`src/rtl/px_seq_pkg.sv`:
```
// rtl/px_seq_pkg.sv - shared types, widths and helpers for the P-X sequencer
// Contents: fsm_t phase enum, TICK_W / ALARM_W counter widths, onehot() builder.
package px_seq_pkg;

    typedef enum logic [2:0] {
        FSM_IDLE,
        FSM_S1,
        FSM_STEP,
        FSM_BREQ,
        FSM_S2,
        FSM_GOT,
        FSM_HALT
    } fsm_t;

    // Phase widths are 1..15 clocks, bus wait is 1..65535 clocks.
    localparam int TICK_W  = $clog2(15) + 1;
    localparam int ALARM_W = $clog2(65535) + 1;

    function automatic logic [63:0] onehot(input int idx);
        onehot = 64'd1 << idx;
    endfunction

endpackage

```
`src/rtl/px_seq_if.sv`:
```
// rtl/px_seq_if.sv - decoder/bus-side signal bundle of the P-X sequencer
// master: the sequencer (drives state, strob1, strob2, got, zg, alarm, awaria, busy;
//         receives enter, start, mode, step_, strob_fp_, zw, ok, en).
// slave : the surrounding decoder, front panel and bus arbiter.
interface px_seq_if #(
    parameter int NSTATES = 20
);
    logic [NSTATES-1:0] enter;
    logic               start;
    logic               mode;
    logic               step_;
    logic               strob_fp_;
    logic               zw;
    logic               ok;
    logic               en;
    logic [NSTATES-1:0] state;
    logic               strob1;
    logic               strob2;
    logic               got;
    logic               zg;
    logic               alarm;
    logic               awaria;
    logic               busy;

    modport master (
        input  enter, start, mode, step_, strob_fp_, zw, ok, en,
        output state, strob1, strob2, got, zg, alarm, awaria, busy
    );

    modport slave (
        output enter, start, mode, step_, strob_fp_, zw, ok, en,
        input  state, strob1, strob2, got, zg, alarm, awaria, busy
    );
endinterface

```
`src/rtl/px_seq_tick.sv`:
```
// rtl/px_seq_tick.sv - loadable down-counter timing one sequencer phase
// Ports: clk, resetn (sync active-low), i_en (phase active), i_len (phase length),
//        o_done (high on the last clock of the phase).
module px_tick #(
    parameter int W = 5
) (
    input  logic         clk,
    input  logic         resetn,
    input  logic         i_en,
    input  logic [W-1:0] i_len,
    output logic         o_done
);
    localparam logic [W-1:0] ONE = W'(1);

    logic [W-1:0] r_cnt;

    // Zero means "phase not started": the first enabled clock loads the
    // remaining length, later clocks count down, leaving the phase clears it.
    always_ff @(posedge clk) begin
        if (!resetn) begin
            r_cnt <= '0;
        end else if (!i_en) begin
            r_cnt <= '0;
        end else if (r_cnt == '0) begin
            r_cnt <= i_len - ONE;
        end else begin
            r_cnt <= r_cnt - ONE;
        end
    end

    assign o_done = i_en && ((r_cnt == ONE) || ((r_cnt == '0) && (i_len == ONE)));

endmodule

```
`src/rtl/px_seq.sv`:
```
// rtl/px_seq.sv - P-X state-control sequencer (strob1 / strob2 / got phase generator)
// Ports: __clk, clo_ (sync active-low general clear), bus (px_seq_if.master).
// Option: PX_SEQ_STOP_ON_ALARM_EN - a bus timeout or refusal sends the FSM to HALT.
module px_seq
    import px_seq_pkg::*;
#(
    parameter int                 NSTATES      = 20,
    parameter int                 RESET_STATE  = 0,
    parameter logic [NSTATES-1:0] STROB2_MASK  = '0,
    parameter logic [NSTATES-1:0] BUS_MASK     = '0,
    parameter int                 STROB1_TICKS = 5,
    parameter int                 STROB2_TICKS = 6,
    parameter int                 GOT_TICKS    = 5,
    parameter int                 ALARM_TICKS  = 250
) (
    input  logic     __clk,
    input  logic     clo_,
    px_seq_if.master bus
);
    localparam logic [NSTATES-1:0] RST_VEC = NSTATES'(onehot(RESET_STATE));

    fsm_t               r_fsm;
    fsm_t               w_fsm_next;
    fsm_t               w_exit;
    fsm_t               w_fail_next;
    logic [NSTATES-1:0] r_state;
    logic [NSTATES-1:0] w_got_vec;
    logic               r_run;
    logic               r_awaria;
    logic               r_step_d1;
    logic               r_step_d2;
    logic               r_in_got;
    logic               w_step_fall;
    logic               w_in_breq;
    logic               w_grant_ok;
    logic               w_grant_en;
    logic               w_timeout;
    logic               w_bus_fail;
    logic               w_got_first;
    logic               w_s1_done;
    logic               w_s2_done;
    logic               w_got_done;
    logic               w_wait_done;

    px_tick #(.W(TICK_W)) u_s1_tick (
        .clk(__clk), .resetn(clo_), .i_en(r_run && (r_fsm == FSM_S1)),
        .i_len(TICK_W'(STROB1_TICKS)), .o_done(w_s1_done)
    );
    px_tick #(.W(TICK_W)) u_s2_tick (
        .clk(__clk), .resetn(clo_), .i_en(r_run && (r_fsm == FSM_S2)),
        .i_len(TICK_W'(STROB2_TICKS)), .o_done(w_s2_done)
    );
    px_tick #(.W(TICK_W)) u_got_tick (
        .clk(__clk), .resetn(clo_), .i_en(r_run && (r_fsm == FSM_GOT)),
        .i_len(TICK_W'(GOT_TICKS)), .o_done(w_got_done)
    );
    px_tick #(.W(ALARM_W)) u_wait_tick (
        .clk(__clk), .resetn(clo_), .i_en(w_in_breq),
        .i_len(ALARM_W'(ALARM_TICKS)), .o_done(w_wait_done)
    );

    assign w_step_fall = r_step_d2 && !r_step_d1;
    assign w_in_breq   = r_run && (r_fsm == FSM_BREQ);
    // ok has priority over en when both arrive with the grant.
    assign w_grant_ok  = w_in_breq && bus.zw && bus.ok;
    assign w_grant_en  = w_in_breq && bus.zw && bus.en && !bus.ok;
    assign w_timeout   = w_wait_done && !w_grant_ok && !w_grant_en;
    assign w_bus_fail  = w_grant_en || w_timeout;
    assign w_got_first = r_run && (r_fsm == FSM_GOT) && !r_in_got;
    // With a one-clock got the load and the idle decision share an edge.
    assign w_got_vec   = w_got_first ? bus.enter : r_state;

    assign w_exit = |(r_state & BUS_MASK)    ? FSM_BREQ :
                    |(r_state & STROB2_MASK) ? FSM_S2   : FSM_GOT;

`ifdef PX_SEQ_STOP_ON_ALARM_EN
    assign w_fail_next = FSM_HALT;
`else
    assign w_fail_next = FSM_S2;
`endif

    always_ff @(posedge __clk) begin
        if (!clo_) begin
            r_fsm <= FSM_S1;
        end else begin
            r_fsm <= w_fsm_next;
        end
    end

    // r_run holds the sequencer quiet for the first clock after clear, so
    // the outputs read zero while clo_ is low even though the FSM sits in S1.
    always_comb begin
        w_fsm_next = r_fsm;
        if (r_run) begin
            unique case (r_fsm)
                FSM_IDLE: if (bus.start) w_fsm_next = FSM_S1;
                FSM_S1:   if (w_s1_done) w_fsm_next = bus.mode ? FSM_STEP : w_exit;
                FSM_STEP: if (w_step_fall || !bus.mode) w_fsm_next = w_exit;
                FSM_BREQ: begin
                    if (w_grant_ok)      w_fsm_next = FSM_S2;
                    else if (w_bus_fail) w_fsm_next = w_fail_next;
                end
                FSM_S2:   if (w_s2_done) w_fsm_next = FSM_GOT;
                FSM_GOT:  if (w_got_done) w_fsm_next = (w_got_vec == '0) ? FSM_IDLE : FSM_S1;
                FSM_HALT: w_fsm_next = FSM_HALT;
                default:  w_fsm_next = FSM_S1;
            endcase
        end
    end

    always_comb begin
        bus.strob1 = 1'b0;
        bus.strob2 = 1'b0;
        bus.got    = 1'b0;
        bus.zg     = 1'b0;
        bus.alarm  = 1'b0;
        bus.busy   = 1'b0;
        if (r_run) begin
            bus.strob1 = (r_fsm == FSM_S1) || (!bus.strob_fp_ && (r_fsm != FSM_HALT));
            bus.strob2 = (r_fsm == FSM_S2);
            bus.got    = (r_fsm == FSM_GOT);
            bus.zg     = (r_fsm == FSM_BREQ);
            bus.alarm  = w_timeout;
            bus.busy   = (r_fsm != FSM_IDLE) && (r_fsm != FSM_HALT);
        end
    end

    always_ff @(posedge __clk) begin
        if (!clo_) begin
            r_state   <= RST_VEC;
            r_run     <= 1'b0;
            r_awaria  <= 1'b0;
            r_step_d1 <= 1'b1;
            r_step_d2 <= 1'b1;
            r_in_got  <= 1'b0;
        end else begin
            r_run     <= 1'b1;
            r_step_d1 <= bus.step_;
            r_step_d2 <= r_step_d1;
            r_in_got  <= r_run && (r_fsm == FSM_GOT);
            if (r_run && (r_fsm == FSM_IDLE) && bus.start) begin
                r_state <= RST_VEC;
            end else if (w_got_first) begin
                r_state <= bus.enter;
            end
            if (w_bus_fail) begin
                r_awaria <= 1'b1;
            end
        end
    end

    assign bus.state  = r_state;
    assign bus.awaria = r_awaria;

endmodule

```
`src/flat_wrapper.sv`:
```
// flat-port wrapper written by rule: the top's interface ports become plain ports
module px_seq_flat import px_seq_pkg::*;
#(
    parameter int                 NSTATES      = 20,
    parameter int                 RESET_STATE  = 0,
    parameter logic [NSTATES-1:0] STROB2_MASK  = '0,
    parameter logic [NSTATES-1:0] BUS_MASK     = '0,
    parameter int                 STROB1_TICKS = 5,
    parameter int                 STROB2_TICKS = 6,
    parameter int                 GOT_TICKS    = 5,
    parameter int                 ALARM_TICKS  = 250
)
  (__clk, clo_, bus_enter, bus_start, bus_mode, bus_step_, bus_strob_fp_, bus_zw, bus_ok, bus_en, bus_state, bus_strob1, bus_strob2, bus_got, bus_zg, bus_alarm, bus_awaria, bus_busy);
  px_seq_if #(.NSTATES(NSTATES)) bus_i ();
  input  logic __clk;
  input  logic clo_;
  input wire logic [$bits(bus_i.enter)-1:0] bus_enter;
  input wire logic [$bits(bus_i.start)-1:0] bus_start;
  input wire logic [$bits(bus_i.mode)-1:0] bus_mode;
  input wire logic [$bits(bus_i.step_)-1:0] bus_step_;
  input wire logic [$bits(bus_i.strob_fp_)-1:0] bus_strob_fp_;
  input wire logic [$bits(bus_i.zw)-1:0] bus_zw;
  input wire logic [$bits(bus_i.ok)-1:0] bus_ok;
  input wire logic [$bits(bus_i.en)-1:0] bus_en;
  output wire logic [$bits(bus_i.state)-1:0] bus_state;
  output wire logic [$bits(bus_i.strob1)-1:0] bus_strob1;
  output wire logic [$bits(bus_i.strob2)-1:0] bus_strob2;
  output wire logic [$bits(bus_i.got)-1:0] bus_got;
  output wire logic [$bits(bus_i.zg)-1:0] bus_zg;
  output wire logic [$bits(bus_i.alarm)-1:0] bus_alarm;
  output wire logic [$bits(bus_i.awaria)-1:0] bus_awaria;
  output wire logic [$bits(bus_i.busy)-1:0] bus_busy;
  assign bus_i.enter = bus_enter;
  assign bus_i.start = bus_start;
  assign bus_i.mode = bus_mode;
  assign bus_i.step_ = bus_step_;
  assign bus_i.strob_fp_ = bus_strob_fp_;
  assign bus_i.zw = bus_zw;
  assign bus_i.ok = bus_ok;
  assign bus_i.en = bus_en;
  assign bus_state = bus_i.state;
  assign bus_strob1 = bus_i.strob1;
  assign bus_strob2 = bus_i.strob2;
  assign bus_got = bus_i.got;
  assign bus_zg = bus_i.zg;
  assign bus_alarm = bus_i.alarm;
  assign bus_awaria = bus_i.awaria;
  assign bus_busy = bus_i.busy;
  px_seq #(.NSTATES(NSTATES), .RESET_STATE(RESET_STATE), .STROB2_MASK(STROB2_MASK), .BUS_MASK(BUS_MASK), .STROB1_TICKS(STROB1_TICKS), .STROB2_TICKS(STROB2_TICKS), .GOT_TICKS(GOT_TICKS), .ALARM_TICKS(ALARM_TICKS)) u_core (.__clk(__clk), .clo_(clo_), .bus(bus_i));
endmodule
```
`config.mk`:
```
export PLATFORM = sky130hd
export DESIGN_NAME = px_seq_flat
export DESIGN_NICKNAME = d
export VERILOG_FILES = /design/src/rtl/px_seq_pkg.sv /design/src/rtl/px_seq_if.sv /design/src/rtl/px_seq_tick.sv /design/src/rtl/px_seq.sv /design/src/flat_wrapper.sv
export SDC_FILE = /design/constraint.sdc
export NUM_CORES = 1
export LEC_CHECK = 0
export ABC_CLOCK_PERIOD_IN_PS = 6100
export BUFFER_PORTS_ARGS = -buffer_cell sky130_fd_sc_hd__buf_2
export CAP_MARGIN = 20
export CORE_UTILIZATION = 50
export CTS_CLUSTER_DIAMETER = 150
export DETAILED_ROUTE_END_ITERATION = 7
export GPL_TIMING_DRIVEN = 1
export PLACE_DENSITY_LB_ADDON = 0.08
export SYNTH_ARGS = -nofsm -noshare
export SYNTH_HDL_FRONTEND = slang
export SYNTH_HIERARCHICAL = 1
export SYNTH_SLANG_ARGS = --single-unit
```
`constraint.sdc`:
```
create_clock -name __clk -period 6.1 [get_ports __clk]
set_input_delay 0.61 -clock __clk [delete_from_list [all_inputs] [get_ports __clk]]
set_output_delay 0.61 -clock __clk [all_outputs]
set_load 0.01 [all_outputs]
```
==> impl_metrics.ini, run 1 <==
[cts]
post_cts_resized = 0
cts_tree = done
cts_setup_buffers = 0
clockBufferDepth = 2
path_clk_slew_ns = 0.07
holdBufCountCts = 0
root_buffer = clkbuf_8
clock-sinks = 60
htreeDepth = 3
insertion_delay_ns = 0.34
cts_buffers = 9

[setup_path]
crit_type = reg -> out
cp.arrival_ns = 2.37
reg2regPathDepth = 8
reg2reg_slack_ns = 3.56
path_cells = nand2_1 -> nor3_1 -> nand4_1 -> nor2_1 -> and3_1 -> buf_2
required_ns = 5.49
critPathSlowestCell = dfxtp_1
reg2reg_to = u_core/r_fsm[0]$_SDFFE_PN1P_
critPathLaunchType = flip-flop
max_stage_delay_ns = 0.68
cp_max_fo = 15
timing.rr.start = u_core/r_fsm[0]$_SDFFE_PN1P_
crit_path_end_kind = primary output

[route]
via_per_inst = 4.86
via_count = 3289
drtIter0Drc = 234
drc = 0
ant_nets = 0
drt-total-wl_um = 7810
first_pass_iters = 4
wl_per_cell_um = 11.5

[logic_synthesis]
ys_warn_count = 6
synthArstFlopShare = 0
syn_area_per_cell_sq_um = 8.53
yosysUniqueCellTypes = 61
synth_top_flop_cell = dfxtp_1
ys_ff_latch = 60
yosysSeqAreaShare = 0.327
synthCells = 430
syn_area_sq_um = 3670
synth_edf_count = 0

[global_routing]
grt_max_degree = 22
grt.overflow.total = 0
grtUsageTotal = 0.217
grt_pass1_vias = 3005
grt_pass1_wl_um = 13200
antenna_found_initial = 0

[finish]
syn2layout_area_growth_pct = 24.9
layout_common_cells = 94 x conb_1, 60 x dfxtp_1, 59 x nand2_1
final_nets = 624
drive_gt1_frac = 0.182
num_antenna_cells = 0
mostFrequentLayoutCell = conb_1
fin_area_sq_um = 4580
stdcell_count = 677

[timing]
maxSlewHeadroom = 0.405
clock.fmax_ghz = 0.335
slew_viol_final = 0
fin_ws_ns = 3.12
whs_ns = 0.424
setup_viol = 0
fin_skew_ns = 0.00908
rsz0062_at_grt = false
worst_slew_pin_slew_ns = 0.885
tns_ns = 0
fin_crit_sh = 0.489
hold_violations = 0
period_minus_slack_ns = 2.98

[place]
dpl.hpwl_um = 5980
place_ws_ns = 3.46
port_buffers = 55
placed_area_sq_um = 4330
gp_congestion = 0.844
place_inst = 661

[run_status]
status = completed

[die]
rows = 30
die_y_um = 87.7
io_pins = 56
start_util = 0.528
coreArea_sq_um = 6940
fp.dieW_um = 87.7
die_area_sq_um = 7680

[power_and_ir_drop]
irDropWorstVdd_uv = 121
powerDensity_nw_per_um2 = 214
p_leak_nw = 2.11

[min_path]
hold_depth = 1
hold_path.startpoint = u_core/r_step_d1$_SDFF_PN1_
whs_endpoint = u_core/r_step_d2$_SDFF_PN1_
hp-class = reg -> reg

[job]
maxCapViolCount = 0
==> area by class of cell <==
class / instances / area, sq um
Inverter: 20 / 75.1
Fill cell: 628 / 2360
Sequential cell: 60 / 1200
Clock inverter: 6 / 111
Clock buffer: 10 / 138
Tap cell: 96 / 120
Timing Repair Buffer: 56 / 287
Multi-Input combinational cell: 429 / 2650
==> state kept, by name, summed over array words and instances (netlist names) <==
signal,flops
u_core/u_s1_tick/r_cnt,5
u_core/r_in_got,1
u_core/r_fsm,3
u_core/r_run,1
u_core/u_wait_tick/r_cnt,17
u_core/u_s2_tick/r_cnt,5
u_core/r_step_d1,1
u_core/u_got_tick/r_cnt,5
u_core/bus.awaria,1
u_core/bus.state,20
u_core/r_step_d2,1
==> worst max-delay path, delay by kind of cell (launching register included) <==
kind          cells  cell delay [ns]
buf+inv           1             0.13
flops             1             0.68
simple gates      5             1.23
==> stage by stage <==
| stage | util | power, mW |
|---|---|---|
| 6_report | 0.660 | 0.982 |
| 5_1_grt | 0.660 | 1.03 |
| 4_1_cts | 0.660 | 0.987 |
| 3_5_place_dp | 0.624 | 0.540 |
| 3_3_place_gp | 0.623 | 0.538 |
| 2_1_floorplan | - | 0.513 |
==> cells in the mapped netlist, types with 3 or more instances <==
library cell  count  area (sq um)
xor2_1           18           158
nor2_1           35           131
o22ai_1           6          37.5
and3_1            6          37.5
nand4_1           3          18.8
nor4_4            3          63.8
nor4_1           15          93.8
a31oi_1           3          18.8
dfxtp_1          60          1200
buf_2             6          30.0
a21oi_1          29           145
buf_6             3          33.8
nor3_1           11          55.1
o21a_1            5          37.5
mux2i_1           3          30.0
o21ai_0           7          35.0
nand3_1           3          15.0
nor2b_1           3          18.8
nand2_2           4          25.0
nor3b_2           4          50.1
nor3_4            3          48.8
nand2_1          59           221
xnor2_1          23           201
o211a_1           3          30.0
ha_1             19           238
nor3_2            7          70.1
nand2b_1          6          37.5
inv_1            20          75.1
a211oi_1         19           143
or3_1             3          18.8
==> cell families after synthesis <==
logic type      share of synthesized area
simple gates                        0.292
compound gates                      0.164
flops                               0.327
xor+xnor                           0.0979
buf+inv                            0.0440
fa+ha+maj                          0.0648
mux                               0.00819
other cells                       0.00205
==> report_power, final <==
group | leakage (nW) | switching (mW) | total [mW] | internal (mW)
Clock | 0.122 | 0.164 | 0.446 | 0.282
Combinational | 1.50 | 0.0715 | 0.125 | 0.0532
Sequential | 0.485 | 0.0116 | 0.412 | 0.400
==> metal layers <==
| layer | part of all wire | wire length [um] | up-vias | GRT usage |
|---|---|---|---|---|
| li1 | - | - | 1727 | - |
| met1 | 0.47 | 3650 | 1483 | 0.274 |
| met2 | 0.48 | 3740 | 68 | 0.365 |
| met3 | 0.037 | 292 | 11 | 0.0452 |
| met4 | 0.015 | 121 | 0 | 0.0835 |
| met5 | 0 | 0 | - | 0 |
==> worst max-delay path by stage <==
stage | cells past startpoint | slack (ns) | end | startpoint
after CTS | 6 | 3.12 | bus_alarm | u_core/r_fsm[0]$_SDFFE_PN1P_
after detailed placement | 6 | 3.46 | bus_alarm | u_core/r_fsm[0]$_SDFFE_PN1P_
after global placement | 6 | 3.59 | bus_alarm | u_core/r_fsm[0]$_SDFFE_PN1P_
final | 6 | 3.12 | bus_alarm | u_core/r_fsm[0]$_SDFFE_PN1P_
after floorplan | 6 | 3.96 | bus_alarm | u_core/r_fsm[0]$_SDFFE_PN1P_
after global routing | 6 | 2.79 | bus_alarm | u_core/r_fsm[0]$_SDFFE_PN1P_
(Power assumes the default switching activity.)
==> run 2: changes to the inputs <==
ABC_CLOCK_PERIOD_IN_PS = 3000   (was 6100)
clock period = 3 ns   (was 6.1 ns; I/O delays follow)
==> impl_metrics.ini, run 2 (synthesized netlist as in run 1, its figures left out) <==
[timing]
fin_skew_ns = 0.00992
hold_violations = 0
period_minus_slack_ns = 2.44
tns_ns = 0
worst_slew_pin_slew_ns = 0.812
clock.fmax_ghz = 0.409
maxSlewHeadroom = 0.455
slew_viol_final = 0
fin_ws_ns = 0.557
fin_crit_sh = 0.814
setup_viol = 0
rsz0062_at_grt = false

[power_and_ir_drop]
switchingPower_mw = 0.497
p_int_mw = 1.39
clkPwrFrac = 0.422
p_comb_frac = 0.135
seqPwrFrac = 0.442
p_leak_nw = 2.10
swShare = 0.263
irDropWorstVdd_uv = 225
powerDensity_nw_per_um2 = 414

[place]
place_ws_ns = 0.729
port_buffers = 55
dpl.hpwl_um = 5950
placed_area_sq_um = 4350
gp_congestion = 0.942

[route]
via_count = 3261
ant_nets = 0
via_per_inst = 4.80
first_pass_iters = 4
drtIter0Drc = 178
drt-total-wl_um = 7780
wl_per_cell_um = 11.5
drc = 0

[setup_path]
path_cells = inv_1 -> nor3_1 -> nand4_1 -> nor2_1 -> and3_1 -> buf_2
cp.arrival_ns = 2.14
critPathSlowestCell = dfxtp_1
required_ns = 2.70
cp_top_family = simple AND/OR/NAND/NOR gates
max_stage_delay_ns = 0.56
crit_type = reg -> out
critPathLaunchType = flip-flop
crit_path_end_kind = primary output
critPathBufInv = 2
cp_max_fo = 10

[global_routing]
grt.overflow.total = 0
antenna_found_initial = 0
grtUsageTotal = 0.211
grt_pass1_wl_um = 12700
grt_max_degree = 22
grt_pass1_vias = 2876

[die]
die_area_sq_um = 7680
start_util = 0.528
coreArea_sq_um = 6940
rows = 30
fp.dieW_um = 87.7
die_y_um = 87.7
io_pins = 56

[cts]
root_buffer = clkbuf_8
post_cts_resized = 0
path_clk_slew_ns = 0.07
cts_tree = done
clockBufferDepth = 2
clock-sinks = 60
insertion_delay_ns = 0.33
holdBufCountCts = 0
htreeDepth = 3
cts_setup_buffers = 0
cts_buffers = 9

[finish]
drive_gt1_frac = 0.184
mostFrequentLayoutCell = conb_1
largest_reg_flops = 20
final_nets = 626
syn2layout_area_growth_pct = 24.4
layout_common_cells = 94 x conb_1, 60 x dfxtp_1, 59 x nand2_1
fin_area_sq_um = 4560
num_antenna_cells = 0

[min_path]
hp-class = in -> reg

[run_status]
status = completed

[job]
maxCapViolCount = 0
==> run 2: changes by cell type in the layout (fill, tap and decap cells not counted) <==
cell,delta
bufinv_16,-1
clkbuf_1,+1
buf_4,+3
clkinvlp_4,+1
buf_6,-1
clkbuf_8,-1
==> run 2: power by group through the flow <==
| stage | Sequential, mW | Combinational [mW] | Clock (mW) |
|---|---|---|---|
| finish | 0.835 | 0.256 | 0.797 |
| global route | 0.837 | 0.292 | 0.857 |
| CTS | 0.835 | 0.247 | 0.818 |
| detailed placement | 0.853 | 0.245 | 0 |
| global placement | 0.853 | 0.243 | 0 |
| floorplan | 0.848 | 0.194 | 0 |
==> run 2: layer usage <==
metal,global-route usage,vias up,wire length [um]
met4,0.103,0,136
li1,-,1728,-
met1,0.262,1470,3640
met3,0.0386,9,260
met2,0.354,54,3740
met5,0,-,0
==> run 2: path summary, 6_finish.rpt <==
| path | start | end | slack, ns | cells after the start |
|---|---|---|---|---|
| setup / recovery | u_core/r_fsm[1]$_SDFFE_PN0P_ | bus_alarm | 0.56 | 6 |
| hold / removal | bus_step_ | u_core/r_step_d1$_SDFF_PN1_ | 0.15 | 2 |
| setup reg to reg | u_core/r_fsm[1]$_SDFFE_PN0P_ | u_core/r_fsm[0]$_SDFFE_PN1P_ | 0.68 | 8 |
| hold reg to reg | u_core/r_step_d1$_SDFF_PN1_ | u_core/r_step_d2$_SDFF_PN1_ | 0.44 | 1 |
==> run 2: layout make-up <==
| class | instances | area, sq um |
|---|---|---|
| multi-input combinational | 429 | 2650 |
| fill | 620 | 2380 |
| sequential | 60 | 1200 |
| timing repair buffer | 58 | 298 |
| clock buffer | 10 | 128 |
| tap | 96 | 120 |
| clock inverter | 6 | 88.8 |
| inverter | 20 | 75.1 |
==> run 2: metrics by stage <==
stage	hold WS (ns)	util	std cells	power [mW]
detailed placement	0.426	0.626	663	1.10
global placement	0.412	0.626	663	1.10
CTS	0.130	0.657	679	1.90
finish	0.146	0.657	679	1.89
floorplan	0.328	-	522	1.04
global route	0.135	0.657	679	1.99
==> run 3: changes to the inputs <==
ABC_AREA = 1   (was unset)
ABC_CLOCK_PERIOD_IN_PS = 2400   (was 3000)
clock period = 2.4 ns   (was 3 ns; I/O delays follow)
==> impl_metrics.ini, run 3 <==
[logic_synthesis]
yosysTopAreaCell = dfxtp_1
syn_area_sq_um = 4300
yosysSeqAreaShare = 0.280
synth_edf_count = 0
synth-compound-area-share = 0.0810
yosysUniqueCellTypes = 35
yosys-top-cells-area = dfxtp_1 28%, nand2_1 17%, nor2_1 8.6%, inv_1 7.9%, ha_1 5.5%
syn_area_per_cell_sq_um = 6.44
ys_warn_count = 6
synth_top_flop_cell = dfxtp_1
synthArstFlopShare = 0
synthCells = 667
ys_ff_latch = 60
yosysMostFrequentCell = nand2_1
muxShareOfSynthArea = 0
synthAdderAreaFrac = 0.0553
synth_common_cells = 191 x nand2_1, 98 x nor2_1, 90 x inv_1
synth-simple-area-share = 0.442
yosys.area_share.xor_xnor = 0.0387
synth_top_family_by_area = simple AND/OR/NAND/NOR gates
yosysTopAreaCellShare = 0.280

[route]
via_count = 4202
drtIter0Drc = 166
wl_per_cell_um = 10.1
ant_nets = 0
drt-total-wl_um = 9390
first_pass_iters = 4
drc = 0
via_per_inst = 4.52

[setup_path]
crit_path_end_kind = primary output
reg2reg_slack_ns = 0.29
cp_max_fo = 7
crit_type = reg -> out
reg2regPathDepth = 11
required_ns = 2.16
timing.rr.start = u_core/r_fsm[2]$_SDFFE_PN0P_
critPathLaunchType = flip-flop
reg2reg_to = u_core/r_fsm[1]$_SDFFE_PN0P_
cp.arrival_ns = 1.93

[min_path]
hold_depth = 2
whs_endpoint = u_core/r_step_d1$_SDFF_PN1_
hp-class = in -> reg
hold_path.startpoint = bus_step_

[timing]
tns_ns = 0
maxSlewHeadroom = 0.665
worst_slew_pin_slew_ns = 0.490
rsz0062_at_grt = false
fin_crit_sh = 0.904
period_minus_slack_ns = 2.17
hold_violations = 0
fin_skew_ns = 0.0126
slew_viol_final = 0
clock.fmax_ghz = 0.461
setup_viol = 0

[cts]
holdBufCountCts = 0
path_clk_slew_ns = 0.07
root_buffer = clkbuf_8
clock-sinks = 60
cts_tree = done
htreeDepth = 3
insertion_delay_ns = 0.34
clockBufferDepth = 2
cts_buffers = 9

[power_and_ir_drop]
irDropWorstVdd_uv = 449
powerDensity_nw_per_um2 = 812
p_leak_nw = 2.88
power.total_mw = 4.27

[die]
start_util = 0.520
coreArea_sq_um = 8260
die_area_sq_um = 8970
rows = 33
io_pins = 56
fp.dieW_um = 94.7
die_y_um = 94.7

[finish]
final_util = 0.637
stdcell_count = 930
largest_reg_flops = 20
final_nets = 868
syn2layout_area_growth_pct = 22.4
fillers = 777
drive_gt1_frac = 0.167
layout_common_cells = 191 x nand2_1, 98 x nor2_1, 93 x conb_1
mostFrequentLayoutCell = nand2_1
num_antenna_cells = 0

[place]
gp_congestion = 0.848
port_buffers = 55
place_inst = 914
dpl.hpwl_um = 7330

[global_routing]
grt.overflow.total = 0
grt_pass1_wl_um = 15700
grtUsageTotal = 0.219
antenna_found_initial = 0
grt_pass1_vias = 3636
grt_max_degree = 25

[job]
maxCapViolCount = 0

[run_status]
status = completed
-- run 3: cell count changes after synthesis, sizes merged, moves of 7 or more --
| cell | change |
|---|---|
| o21ai | +10 |
| nand2 | +140 |
| nand3 | +53 |
| inv | +74 |
| nor3 | -14 |
| nor2 | +80 |
| nand4 | +8 |
| a211oi | -19 |
| nor4 | -17 |
| xnor2 | -16 |
| a21oi | +13 |
| and3 | -8 |
| nand2b | -7 |
-- run 3: power breakdown --
part / total [mW] / internal, mW / switching, mW / leakage (nW)
clock: 1.12 / 0.692 / 0.427 / 0.120
sequential: 1.23 / 1.11 / 0.120 / 0.486
combinational: 1.91 / 0.670 / 1.25 / 2.27
total: 4.27 / 2.47 / 1.79 / 2.88
-- run 3: cells by family (layout without fill, tap and decap cells) --
kind of cell / after synthesis / count (layout)
simple gates: 399 / 399
buf+inv: 104 / 171
compound gates: 64 / 64
flops: 60 / 60
fa+ha+maj: 19 / 19
xor+xnor: 19 / 19
other cells: 2 / 93
-- run 3: layout make-up --
type	count	area, sq um	share of cell area
Timing Repair Buffer	60	313	0.0595
Clock buffer	10	128	0.0243
Multi-Input combinational cell	594	3010	0.572
Clock inverter	6	113	0.0214
Sequential cell	60	1200	0.229
Tap cell	105	131	0.0250
Inverter	95	364	0.0693
-- run 3: critical path, cell delays in order, from the launching register on --
cell and delay, ns:
dfxtp_1 0.38, inv_1 0.20, nand3_1 0.19, nor2_1 0.25
inv_1 0.07, nor2_1 0.18, nand3_1 0.10, nor2_1 0.09
buf_2 0.13
-- run 3: worst max-delay path by stage --
stage	startpoint	endpoint	slack, ns	cells after the start
2_1_floorplan	u_core/r_fsm[2]$_SDFFE_PN0P_	u_core/r_fsm[0]$_SDFFE_PN1P_	0.33	11
3_3_place_gp	u_core/r_run$_DFF_P_	u_core/r_fsm[2]$_SDFFE_PN0P_	0.31	11
3_5_place_dp	u_core/r_run$_DFF_P_	u_core/r_fsm[0]$_SDFFE_PN1P_	0.24	11
4_1_cts	u_core/r_run$_DFF_P_	u_core/r_fsm[0]$_SDFFE_PN1P_	0.18	11
5_1_grt	u_core/r_fsm[1]$_SDFFE_PN0P_	u_core/r_fsm[2]$_SDFFE_PN0P_	0.01	14
6_report	u_core/r_fsm[2]$_SDFFE_PN0P_	bus_alarm	0.23	8
-- run 3: metrics by stage --
stage                     area, sq um  hold WS (ns)  worst slack (ns)
after CTS                        5250         0.118             0.183
after floorplan                  4640         0.268             0.327
after global placement           5010         0.406             0.308
final                            5260         0.139             0.230
after detailed placement         5010         0.421             0.242
after global routing             5260         0.129            0.0149
-- run 3: layer usage --
layer	routed length, um	vias to the layer above	GRT usage
li1	-	2303	-
met4	95	0	0.0745
met1	4710	1823	0.295
met2	4250	68	0.353
met5	0	-	0
met3	330	8	0.0370
-- run 3: what timing repair did --
item	CTS	global route
setup buffers	0	0
resized for setup	0	2
endpoints found under the hold margin	0	0
setup endpoints to repair	0	4
